==> src/rtl/pipe_hazard_if.sv <==
`default_nettype none
// ============================================================================
// Module   : pipe_hazard_if
// Brief    : D-stage decode fields, memory handshake and pipeline control
//            bundle shared between the datapath and pipe_hazard_ctrl.
// Revision : 1.0 - initial release
// ============================================================================
interface pipe_hazard_if;
  logic [4:0] drs;
  logic [4:0] drt;
  logic       d_use_rs;
  logic       d_use_rt;
  logic [4:0] drn;
  logic       dwreg;
  logic       dm2reg;
  logic       dwmem;
  logic       d_branch_taken;
  logic       mem_ack;
  logic [1:0] fwda;
  logic [1:0] fwdb;
  logic       wpcir;
  logic       bubble;
  logic       adv;
  logic       flush_fd;
  logic       mem_req;
  logic       mem_err;

  // Datapath side: supplies decode fields and memory ack, consumes controls
  modport master (
    output drs, drt, d_use_rs, d_use_rt, drn, dwreg, dm2reg, dwmem,
           d_branch_taken, mem_ack,
    input  fwda, fwdb, wpcir, bubble, adv, flush_fd, mem_req, mem_err
  );

  // Controller side
  modport slave (
    input  drs, drt, d_use_rs, d_use_rt, drn, dwreg, dm2reg, dwmem,
           d_branch_taken, mem_ack,
    output fwda, fwdb, wpcir, bubble, adv, flush_fd, mem_req, mem_err
  );
endinterface
`default_nettype wire

==> src/rtl/pipe_hazard_ctrl.sv <==
`default_nettype none
// ============================================================================
// Module   : pipe_hazard_ctrl
// Brief    : Hazard/sequencing controller for the 5-stage pipeline: operand
//            forwarding, load-use stall, branch flush and a memory-wait FSM
//            that freezes the pipeline while a slow data memory completes.
// Revision : 1.0 - initial release
// ============================================================================
module pipe_hazard_ctrl #(
  parameter int DELAY_SLOT  = 1,
  parameter int MEM_TIMEOUT = 255
) (
  input wire           clk,
  input wire           clrn,
  pipe_hazard_if.slave hz
);

  localparam logic [1:0] c_IDLE    = 2'd0;
  localparam logic [1:0] c_WAIT    = 2'd1;
  localparam logic [1:0] c_DONE    = 2'd2;
  localparam logic [7:0] c_TIMEOUT = 8'(MEM_TIMEOUT);
  localparam logic       c_FLUSH   = (DELAY_SLOT == 0);

  // E and M stage shadows of destination and write-back controls
  logic [4:0] r_ern, r_mrn;
  logic       r_ewreg, r_em2reg, r_ewmem;
  logic       r_mwreg, r_mm2reg, r_mwmem;

  logic [1:0] r_state;
  logic [7:0] r_cnt;
  logic       r_err;

  logic       w_memop, w_freeze, w_stall;
  logic       w_adv, w_wpcir, w_bubble, w_flush;
  logic [1:0] w_fwda, w_fwdb;

  // E wins over M; an E-stage load has no data yet so it cannot forward
  function automatic logic [1:0] fwd_sel(
    input logic [4:0] src,
    input logic [4:0] ern, input logic ewreg, input logic em2reg,
    input logic [4:0] mrn, input logic mwreg, input logic mm2reg
  );
    logic [1:0] sel;
    sel = 2'd0;
    if (ewreg && ern != 5'd0 && ern == src && !em2reg)
      sel = 2'd1;
    else if (mwreg && mm2reg && mrn != 5'd0 && mrn == src)
      sel = 2'd3;
    else if (mwreg && mrn != 5'd0 && mrn == src)
      sel = 2'd2;
    return sel;
  endfunction

  // Forwarding selects, load-use detection and memory freeze
  always_comb begin
    w_fwda   = fwd_sel(hz.drs, r_ern, r_ewreg, r_em2reg, r_mrn, r_mwreg, r_mm2reg);
    w_fwdb   = fwd_sel(hz.drt, r_ern, r_ewreg, r_em2reg, r_mrn, r_mwreg, r_mm2reg);
    w_memop  = r_mm2reg || r_mwmem;
    w_freeze = ((r_state == c_IDLE) && w_memop) || (r_state == c_WAIT);
    w_stall  = r_ewreg && r_em2reg && (r_ern != 5'd0) &&
               ((hz.d_use_rs && r_ern == hz.drs) || (hz.d_use_rt && r_ern == hz.drt));
  end

  // Pipeline control priority: freeze over load-use stall over normal flow
  always_comb begin
    w_adv    = 1'b1;
    w_wpcir  = 1'b1;
    w_bubble = 1'b0;
    w_flush  = 1'b0;
    if (w_freeze) begin
      w_adv   = 1'b0;
      w_wpcir = 1'b0;
    end else if (w_stall) begin
      w_wpcir  = 1'b0;
      w_bubble = 1'b1;
    end else begin
      w_flush = hz.d_branch_taken && c_FLUSH;
    end
  end

  assign hz.fwda     = w_fwda;
  assign hz.fwdb     = w_fwdb;
  assign hz.adv      = w_adv;
  assign hz.wpcir    = w_wpcir;
  assign hz.bubble   = w_bubble;
  assign hz.flush_fd = w_flush;
  assign hz.mem_req  = w_freeze;
  assign hz.mem_err  = r_err;

  // Shadow pipeline advances with the real ID/EX and EX/MEM registers
  always_ff @(posedge clk or negedge clrn) begin
    if (!clrn) begin
      r_ern    <= 5'd0;
      r_ewreg  <= 1'b0;
      r_em2reg <= 1'b0;
      r_ewmem  <= 1'b0;
      r_mrn    <= 5'd0;
      r_mwreg  <= 1'b0;
      r_mm2reg <= 1'b0;
      r_mwmem  <= 1'b0;
    end else if (w_adv) begin
      r_ern    <= w_bubble ? 5'd0 : hz.drn;
      r_ewreg  <= w_bubble ? 1'b0 : hz.dwreg;
      r_em2reg <= w_bubble ? 1'b0 : hz.dm2reg;
      r_ewmem  <= w_bubble ? 1'b0 : hz.dwmem;
      r_mrn    <= r_ern;
      r_mwreg  <= r_ewreg;
      r_mm2reg <= r_em2reg;
      r_mwmem  <= r_ewmem;
    end
  end

  // Memory wait FSM: request, wait for ack or timeout, retire one cycle
  always_ff @(posedge clk or negedge clrn) begin
    if (!clrn) begin
      r_state <= c_IDLE;
      r_cnt   <= 8'd0;
      r_err   <= 1'b0;
    end else begin
      case (r_state)
        c_IDLE: begin
          if (w_memop) begin
            r_cnt   <= 8'd0;
            r_state <= c_WAIT;
          end
        end
        c_WAIT: begin
          r_cnt <= r_cnt + 8'd1;
          if (hz.mem_ack) begin
            r_state <= c_DONE;
          end else if (r_cnt == c_TIMEOUT) begin
            r_err   <= 1'b1;
            r_state <= c_DONE;
          end
        end
        c_DONE:  r_state <= c_IDLE;
        default: r_state <= c_IDLE;
      endcase
    end
  end

endmodule
`default_nettype wire

==> src/flat_wrapper.sv <==
// flat-port wrapper written by rule: the top's interface ports become plain ports
module pipe_hazard_ctrl_flat 
#(
  parameter int DELAY_SLOT  = 1,
  parameter int MEM_TIMEOUT = 255
)
  (clk, clrn, hz_drs, hz_drt, hz_d_use_rs, hz_d_use_rt, hz_drn, hz_dwreg, hz_dm2reg, hz_dwmem, hz_d_branch_taken, hz_mem_ack, hz_fwda, hz_fwdb, hz_wpcir, hz_bubble, hz_adv, hz_flush_fd, hz_mem_req, hz_mem_err);
  pipe_hazard_if hz_i ();
  input wire clk;
  input wire clrn;
  input wire logic [$bits(hz_i.drs)-1:0] hz_drs;
  input wire logic [$bits(hz_i.drt)-1:0] hz_drt;
  input wire logic [$bits(hz_i.d_use_rs)-1:0] hz_d_use_rs;
  input wire logic [$bits(hz_i.d_use_rt)-1:0] hz_d_use_rt;
  input wire logic [$bits(hz_i.drn)-1:0] hz_drn;
  input wire logic [$bits(hz_i.dwreg)-1:0] hz_dwreg;
  input wire logic [$bits(hz_i.dm2reg)-1:0] hz_dm2reg;
  input wire logic [$bits(hz_i.dwmem)-1:0] hz_dwmem;
  input wire logic [$bits(hz_i.d_branch_taken)-1:0] hz_d_branch_taken;
  input wire logic [$bits(hz_i.mem_ack)-1:0] hz_mem_ack;
  output wire logic [$bits(hz_i.fwda)-1:0] hz_fwda;
  output wire logic [$bits(hz_i.fwdb)-1:0] hz_fwdb;
  output wire logic [$bits(hz_i.wpcir)-1:0] hz_wpcir;
  output wire logic [$bits(hz_i.bubble)-1:0] hz_bubble;
  output wire logic [$bits(hz_i.adv)-1:0] hz_adv;
  output wire logic [$bits(hz_i.flush_fd)-1:0] hz_flush_fd;
  output wire logic [$bits(hz_i.mem_req)-1:0] hz_mem_req;
  output wire logic [$bits(hz_i.mem_err)-1:0] hz_mem_err;
  assign hz_i.drs = hz_drs;
  assign hz_i.drt = hz_drt;
  assign hz_i.d_use_rs = hz_d_use_rs;
  assign hz_i.d_use_rt = hz_d_use_rt;
  assign hz_i.drn = hz_drn;
  assign hz_i.dwreg = hz_dwreg;
  assign hz_i.dm2reg = hz_dm2reg;
  assign hz_i.dwmem = hz_dwmem;
  assign hz_i.d_branch_taken = hz_d_branch_taken;
  assign hz_i.mem_ack = hz_mem_ack;
  assign hz_fwda = hz_i.fwda;
  assign hz_fwdb = hz_i.fwdb;
  assign hz_wpcir = hz_i.wpcir;
  assign hz_bubble = hz_i.bubble;
  assign hz_adv = hz_i.adv;
  assign hz_flush_fd = hz_i.flush_fd;
  assign hz_mem_req = hz_i.mem_req;
  assign hz_mem_err = hz_i.mem_err;
  pipe_hazard_ctrl #(.DELAY_SLOT(DELAY_SLOT), .MEM_TIMEOUT(MEM_TIMEOUT)) u_core (.clk(clk), .clrn(clrn), .hz(hz_i));
endmodule
==> config.mk <==
export PLATFORM = sky130hd
export DESIGN_NAME = pipe_hazard_ctrl_flat
export DESIGN_NICKNAME = d
export VERILOG_FILES = /design/src/rtl/pipe_hazard_if.sv /design/src/rtl/pipe_hazard_ctrl.sv /design/src/flat_wrapper.sv
export SDC_FILE = /design/constraint.sdc
export NUM_CORES = 1
export LEC_CHECK = 0
export CAP_MARGIN = 40
export CORE_MARGIN = 3
export CORE_UTILIZATION = 54
export CTS_CLUSTER_DIAMETER = 200
export DETAILED_ROUTE_END_ITERATION = 8
export DONT_BUFFER_PORTS = 1
export PLACE_DENSITY = 0.69
export SLEW_MARGIN = 20
export SYNTH_ARGS = -nofsm -noshare
export SYNTH_HDL_FRONTEND = slang
export SYNTH_SLANG_ARGS = --single-unit
==> constraint.sdc <==
create_clock -name clk -period 3.2 [get_ports clk]
set_input_delay 0.48 -clock clk [delete_from_list [all_inputs] [get_ports clk]]
set_output_delay 0.48 -clock clk [all_outputs]
set_load 0.02 [all_outputs]
======== Word level (Yosys, flattened, before mapping) ========
Index checks and enable logic that the tools add are counted.
storage, ports and cells
  flip-flop bits (word level) ............. 27
  word-level logic and storage cells ...... 71
operators by class
  add/subtract/negate cells ............... 1
  eq/ne operators ......................... 8
  mux-type cells .......................... 21
  bitwise logic cells ..................... 1
  reductions and logical operators ........ 29
operators with widths
  operator               number
  $eq A5 B5 Y1           4
  $logic_and A1 B1 Y1    18
  $mux W2                9
  $pmux W8 S2            1
  $reduce_bool A5 Y1     2
  $add A8 B1 Y8 const B  1
  $eq A8 B8 Y1 const B   1
  $mux W1                8
  $mux W8                1
  $mux W5                1
  $pmux W2 S2            1
  $reduce_and A2 Y1      2
  $logic_or A1 B1 Y1     3
  $ne A3 B3 Y1 const B   1
  $reduce_and A3 Y1      1
  $eq A2 B1 Y1 const B   1
  $logic_not A2 Y1       1
  $ne A2 B1 Y1 const B   1
  $reduce_bool A2 Y1     1
  $logic_not A1 Y1       1
  $not A1 Y1             1

======== Longest topological paths before layout ========
  depth after elaboration ................. 7
  gate-level depth with buffers ........... 7
  gate-level depth less buffers ........... 6

======== Least setup slack after synthesis ========
OpenSTA, ideal clock, no wires.
  path kind ............................... register -> output
  from .................................... register u_core.r_ern[4]
  to ...................................... output hz_fwda[1]
  arrival time ............................ 1746 ps
  data required time ...................... 2720 ps
  setup slack ............................. 974 ps
  stages on the path, launching flop included .. 5
  path buffers ............................ 0
  path through ............................ dfrtp_1 > or4_1 > o21ai_2 > nor3_1 > nor3_1
between the ends
  cells in the longest elaborated chain, start to end .. 5
  elaborated cells on any way between the ends .. 6
  those cells by class .................... 1 x eq/ne; 1 x mux; 4 x reduce/logical
RTL lines
  what                                RTL line                 source
  from (decl)                         pipe_hazard_ctrl.sv:25   logic [4:0] r_ern, r_mrn;
  from (signal assigned)              pipe_hazard_ctrl.sv:102  r_ern <= w_bubble ? 5'd0 : hz.drn;
  $reduce_bool A5 Y1                  pipe_hazard_ctrl.sv:45   if (ewreg && ern != 5'd0 && ern == src && !em2reg)
  $logic_and A1 B1 Y1                 pipe_hazard_ctrl.sv:45
  $logic_and A1 B1 Y1 * (2 in a row)  pipe_hazard_ctrl.sv:45
  $mux W2 *                           pipe_hazard_ctrl.sv:45
  to (decl)                           flat_wrapper.sv:21       output wire logic [$bits(hz_i.fwda)-1:0] hz_fwda;
Mark *: on every way between the ends. The rest lies on a longest branch, timed or not.

======== Worst setup path after layout ========
  from .................................... register u_core.r_ern[4]
  to ...................................... output hz_fwdb[1]
between the ends
  cells in the longest elaborated chain, start to end .. 5
  elaborated cells on any way between the ends .. 6
  those cells by class .................... 1 x eq/ne; 1 x mux; 4 x reduce/logical
RTL lines
  what                                RTL line                source
  $reduce_bool A5 Y1                  pipe_hazard_ctrl.sv:45
  $logic_and A1 B1 Y1                 pipe_hazard_ctrl.sv:45
  $logic_and A1 B1 Y1 * (2 in a row)  pipe_hazard_ctrl.sv:45
  $mux W2 *                           pipe_hazard_ctrl.sv:45
  to (decl)                           flat_wrapper.sv:22      output wire logic [$bits(hz_i.fwdb)-1:0] hz_fwdb;
Marks and branches as above.

==> flow_summary.yaml <==
status:
  status: "finished, final reports clean"
clock_tree:
  clockRootBuffer: "clkbuf_4"
  cts_hold_buf: 2
  cts_tree: "built"
  cts_buffers: 3
  clk_pin_slew_ns: 0.14
  cts_setup_buffers: 0
  cts_resized: 0
  insertion_delay_ns: 0.32
  clk_path_buf_depth: 2
  h-tree-depth: 1
  cts_num_sinks: 27
placed_design:
  numPortBuffers: 0
  dpl_worst_slack_ns: 0.863
  dp_hpwl_um: 2160
  place.gp.congestion: 0.867
hold_path:
  min_from: "hz_dwmem"
  min_path_type: "input port to flop"
floorplanning:
  core_mm2: 0.00252
  fp.dieH_um: 58
  num_rows: 18
  dieArea_mm2: 0.00336
  pin_count: 34
  start_util_pct: 57.9
  die_x_um: 58
yosys:
  ys_warn_count: 0
  syn_inst: 164
  syn_nets: 189
  avgSynthCellArea_um2: 8.90
  synthArstFlopShare_pct: 100
  syn_area_mm2: 0.00146
  synth_cell_types: 31
  synth_top_cell_by_area: "dfrtp_1"
  synth_top_area_share_pct: 46.3
  yosysMostFrequentCell: "nand2_1"
  synth-seq-area-share_pct: 46.3
  synth_common_cells: "nand2_1 (41), dfrtp_1 (27), xor2_1 (20)"
  synth-main-ff-cell: "dfrtp_1"
  synth_area_leaders: "dfrtp_1 (46%), xor2_1 (12%), nand2_1 (11%)"
  synth.ff_latch_count: 27
  synth_edf_count: 0
layout:
  diodes: 0
  drive_above_1_share_pct: 6.63
  utilization_pct: 60.9
  nets: 192
  area_growth_pct: 5.23
route:
  via_per_inst: 5.67
  wirelength_um: 2820
  wl_per_cell_um: 14.4
  detail_route.first_pass.iterations: 4
  drtIter0Drc: 29
  vias: 1111
  antenna_left: 0
  drc: 0
sta:
  max_freq_mhz: 372
  setup_ws_ns: 0.515
  setup_viol_count_final: 0
  max_slew.worst_pin.slew_ns: 0.674
  post-route-period-util_pct: 83.9
  maxSlewHeadroom_pct: 54.7
  finClkSkew_ns: 0.00990
  finalHoldViolations: 0
  rsz0062_at_grt: "no"
  fin_crit_ns: 2.69
  slew_violations: 0
  finalSetupTns_ns: 0
grt:
  antenna_found_initial: 0
  grt_overflow: 0
  grt_pass1_wl_um: 4830
  grt_pass1_vias: 1023
  track_usage_pct: 18.8
  grt_max_degree: 28
worst_setup_path:
  crit_family: "simple AND/OR/NAND/NOR gates"
  end_kind: "output port"
  r2r-start: "u_core.r_mm2reg"
  required_ns: 2.72
  slowest_stage: "or4_1"
  setup.worst_path.start_class: "flop"
  crit_arrival_ns: 2.21
  crit_path_max_incr_delay_ns: 0.56
  path_buf_inv: 0
  crit_chain: "or4_1 -> o21ai_2 -> nor3_1 -> nor3_1"
  critPathLaunch: "u_core.r_ern[4]"
  worst_path_most_repeated_cell: "nor3_1"
  worstSetupPathType: "flop to output port"
  cp_max_fo: 5
power:
  clkPwrFrac_pct: 10.7
  p_sw_mw: 0.600
  max-vdd-ir-drop_v: 0.000749
  pwr_density_cell_mw_per_mm2: 867
  intPower_mw: 0.732
  leakage_nw: 0.690
  comb_power_share_pct: 41.8
  seq_power_share_pct: 47.5
  netSwitchingFraction_pct: 45.0
flow_run:
  drv_cap: 0
==> state kept, by name, summed over array words and instances (netlist names) <==
signal	count
u_core.r_cnt	8
u_core.r_ern	5
u_core.r_mrn	5
u_core.r_state	2
u_core.hz.mem_err	1
u_core.r_em2reg	1
u_core.r_ewmem	1
u_core.r_ewreg	1
u_core.r_mm2reg	1
u_core.r_mwmem	1
u_core.r_mwreg	1
==> final cells by class <==
class / instances / area [µm²]
well taps: 30 / 37.5
clock buffers: 4 / 26.3
fillers: 224 / 986
multi-input cells: 129 / 748
repair buffers: 3 / 37.5
flip-flops and latches: 27 / 676
inverters: 3 / 11.3
==> metal layers <==
layer / up-vias / track usage (%) / wire length (µm)
li1: 547 / - / -
met1: 526 / 29.2 / 1340
met2: 34 / 26.6 / 1270
met3: 4 / 3.12 / 186
met4: 0 / 5.96 / 25
met5: - / 0 / 0
==> worst register-to-register path, cell delays in order (launching register included) <==
cell	delay, ns
dfrtp_1	0.46
nor3_1	0.18
or2_2	0.46
clkinv_1	0.17
buf_4	0.25
nand3_1	0.12
xor2_1	0.17
nor2_1	0.06
==> metrics by stage <==
| step | area, µm² | total power, mW | instances | hold slack, ns |
|---|---|---|---|---|
| 3_3_place_gp | 1480 | 1.17 | 190 | 0.186 |
| 5_1_grt | 1540 | 1.46 | 196 | 0.265 |
| 2_1_floorplan | 1460 | 1.07 | 164 | 0.184 |
| 4_1_cts | 1540 | 1.34 | 196 | 0.263 |
| 3_5_place_dp | 1480 | 1.19 | 190 | 0.186 |
| 6_report | 1540 | 1.33 | 196 | 0.268 |
==> cell families (layout without fill, tap and decap cells) <==
group / Yosys count / count (layout) / synth area share [%]
AO/OA/AOI/OAI: 19 / 19 / 9.43
XOR/XNOR: 26 / 26 / 15.6
adder cells (fa/ha/maj): 1 / 1 / 0.857
buffers and inverters: 8 / 10 / 2.48
flip-flops: 27 / 27 / 46.3
other: 1 / 1 / 0.257
AND/OR/NAND/NOR: 82 / 82 / 25.1
==> path summary, 6_finish.rpt <==
path / to / slack, ns / cells after the start
max in group asynchronous: u_core.r_mm2reg / 2.46 / 2
hold / removal: u_core.r_ewmem / 0.27 / 2
min in group asynchronous: u_core.r_mrn[0] / 0.58 / 2
setup / recovery: hz_fwdb[1] / 0.51 / 4
hold reg to reg: u_core.r_ewmem / 0.51 / 2
setup reg to reg: u_core.r_cnt[6] / 1.22 / 7
==> power by group through the flow <==
stage | Combinational (mW) | Clock [mW] | Sequential, mW
5_1_grt | 0.642 | 0.167 | 0.652
3_3_place_gp | 0.539 | 0 | 0.630
6_report | 0.558 | 0.143 | 0.632
4_1_cts | 0.565 | 0.148 | 0.630
3_5_place_dp | 0.553 | 0 | 0.638
2_1_floorplan | 0.483 | 0 | 0.591
==> layout by cell type, fill, tap and decap left out, types with 2 or more instances in the layout <==
cell type | netlist | layout
xor2_1 | 20 | 20
or2_2 | 2 | 2
nand3_1 | 6 | 6
nand2_1 | 41 | 41
nand4_1 | 2 | 2
clkbuf_4 | 0 | 3
o21ai_1 | 3 | 3
o21bai_1 | 2 | 2
a22o_1 | 2 | 2
xnor2_1 | 6 | 6
nor3_2 | 2 | 2
nor3_1 | 11 | 11
inv_1 | 2 | 2
or4_1 | 2 | 2
nor2_1 | 14 | 14
o21ai_0 | 6 | 6
dfrtp_1 | 27 | 27
Power figures use the tool's default switching activity.
==> edit 1: new RTL, same flow settings <==
`MEM_TIMEOUT` is set to 255 in 2 places; all go to 128.
--- a/src/rtl/pipe_hazard_ctrl.sv
+++ b/src/rtl/pipe_hazard_ctrl.sv
@@ -8,7 +8,7 @@
 // ============================================================================
 module pipe_hazard_ctrl #(
   parameter int DELAY_SLOT  = 1,
-  parameter int MEM_TIMEOUT = 255
+  parameter int MEM_TIMEOUT = 128
 ) (
   input wire           clk,
   input wire           clrn,
--- a/src/flat_wrapper.sv
+++ b/src/flat_wrapper.sv
@@ -2,7 +2,7 @@
 module pipe_hazard_ctrl_flat 
 #(
   parameter int DELAY_SLOT  = 1,
-  parameter int MEM_TIMEOUT = 255
+  parameter int MEM_TIMEOUT = 128
 )
   (clk, clrn, hz_drs, hz_drt, hz_d_use_rs, hz_d_use_rt, hz_drn, hz_dwreg, hz_dm2reg, hz_dwmem, hz_d_branch_taken, hz_mem_ack, hz_fwda, hz_fwdb, hz_wpcir, hz_bubble, hz_adv, hz_flush_fd, hz_mem_req, hz_mem_err);
   pipe_hazard_if hz_i ();
Check against the original RTL: same outputs for any inputs over 4 cycles, from zero or initial values; that may be too few to reach the edited logic, so the function may still have changed.
==> edit 1 against the original RTL <==
Combinational power rose by 7.0%. Largest power group unchanged. Final area rose by 1.5%. Routed wire length rose by 5.3%. Sequential power fell by 1%. Power rose by 2.4%. Die area rose by 1.1%. Cell count rose by 0.51%. Synthesized cell count did not move. Worst setup slack got worse by 0.13 ns. Global-route usage rose by 0.36 points. Clock skew fell by 0.0059 ns. Area after synthesis rose by 1.2%. Sequential cell count did not move.
==> edit 1: results <==
set metrics [dict create \
    grt_use_met3_pct 3.728 \
    power.internal_mw 0.7428 \
    ys_seq_area_share_pct 45.72 \
    crit_start "u_core.r_ern[0]" \
    place_inst 191 \
    routabilityCongestion 0.8337 \
    ys_top_cells_by_count "nand2_1 (35), dfrtp_1 (27), xor2_1 (16), nor2_1 (12), nor3_1 (10)" \
    worstSetupEndpoint "hz_fwda[1]" \
    status "completed" \
    total_leakage_power_nw 0.7021 \
    placedInstanceArea_um2 1504 \
    worstHoldStart "hz_dwreg" \
    syn_area_per_cell_um2 9.010 \
    critPathArrivalTime_ns 2.33 \
    timing.rr.end "u_core.r_cnt[4]" \
    post-dp-hpwl_um 2264 \
    hold_end "u_core.r_ewreg" \
    via_per_inst 5.660 \
    grt_pass1_wl_um 4961 \
    grt_usage_pct 19.11 \
    hold_ws_ns 0.2686 \
    setup_slack_ns 0.3896 \
    ff2ff_setup_slack_ns 1.16 \
    vias 1115 \
    worst_pin_slew_ns 0.7370 \
    gr-usage-met2_pct 31.74 \
    ys_top_cells_by_area "dfrtp_1 (46%), xor2_1 (9.5%), nand2_1 (8.9%)" \
]
==> edit 1: layout make-up <==
cell class	instances	area, um2	share of cell area (%)
multi-input combinational	125	753.2	48.28
timing repair buffer	3	37.54	2.406
sequential	27	675.6	43.30
tap	30	37.54	2.406
clock buffer	4	26.28	1.684
inverter	8	30.03	1.925
==> edit 1: layer usage <==
metal / wire (um) / share of wire [%] / vias up
li1: - / - / 552
met1: 1313 / 44 / 530
met2: 1421 / 48 / 27
met3: 185 / 6.2 / 6
met4: 53 / 1.8 / 0
met5: 0 / 0 / -
==> edit 1: cells by family after synthesis <==
family | Yosys count | synth area share (%)
fa+ha+maj | 2 | 1.693
buf+inv | 12 | 3.303
simple gates | 76 | 24.22
xor+xnor | 24 | 14.23
other cells | 1 | 0.2538
compound gates | 22 | 10.58
flops | 27 | 45.72
==> edit 1: timing repair <==
item / CTS / global route
hold endpoints to repair: 27 / 0
hold buffers: 2 / 0
setup buffers: 0 / 0
resized for setup: 0 / 0
==> edit 1: power groups by stage <==
| stage | sequential, mW | clock (mW) | combinational [mW] |
|---|---|---|---|
| detailed placement | 0.625 | 0 | 0.593 |
| global route | 0.641 | 0.160 | 0.678 |
| global placement | 0.619 | 0 | 0.566 |
| floorplan | 0.584 | 0 | 0.496 |
| CTS | 0.618 | 0.149 | 0.604 |
| finish | 0.623 | 0.145 | 0.597 |
==> edit 1: worst max-delay path, stage by stage (launching register included) <==
cell and delay, ns:
dfrtp_1 0.49, or4_1 0.55, o21ai_1 0.31, nor3_1 0.11, nor3_1 0.55
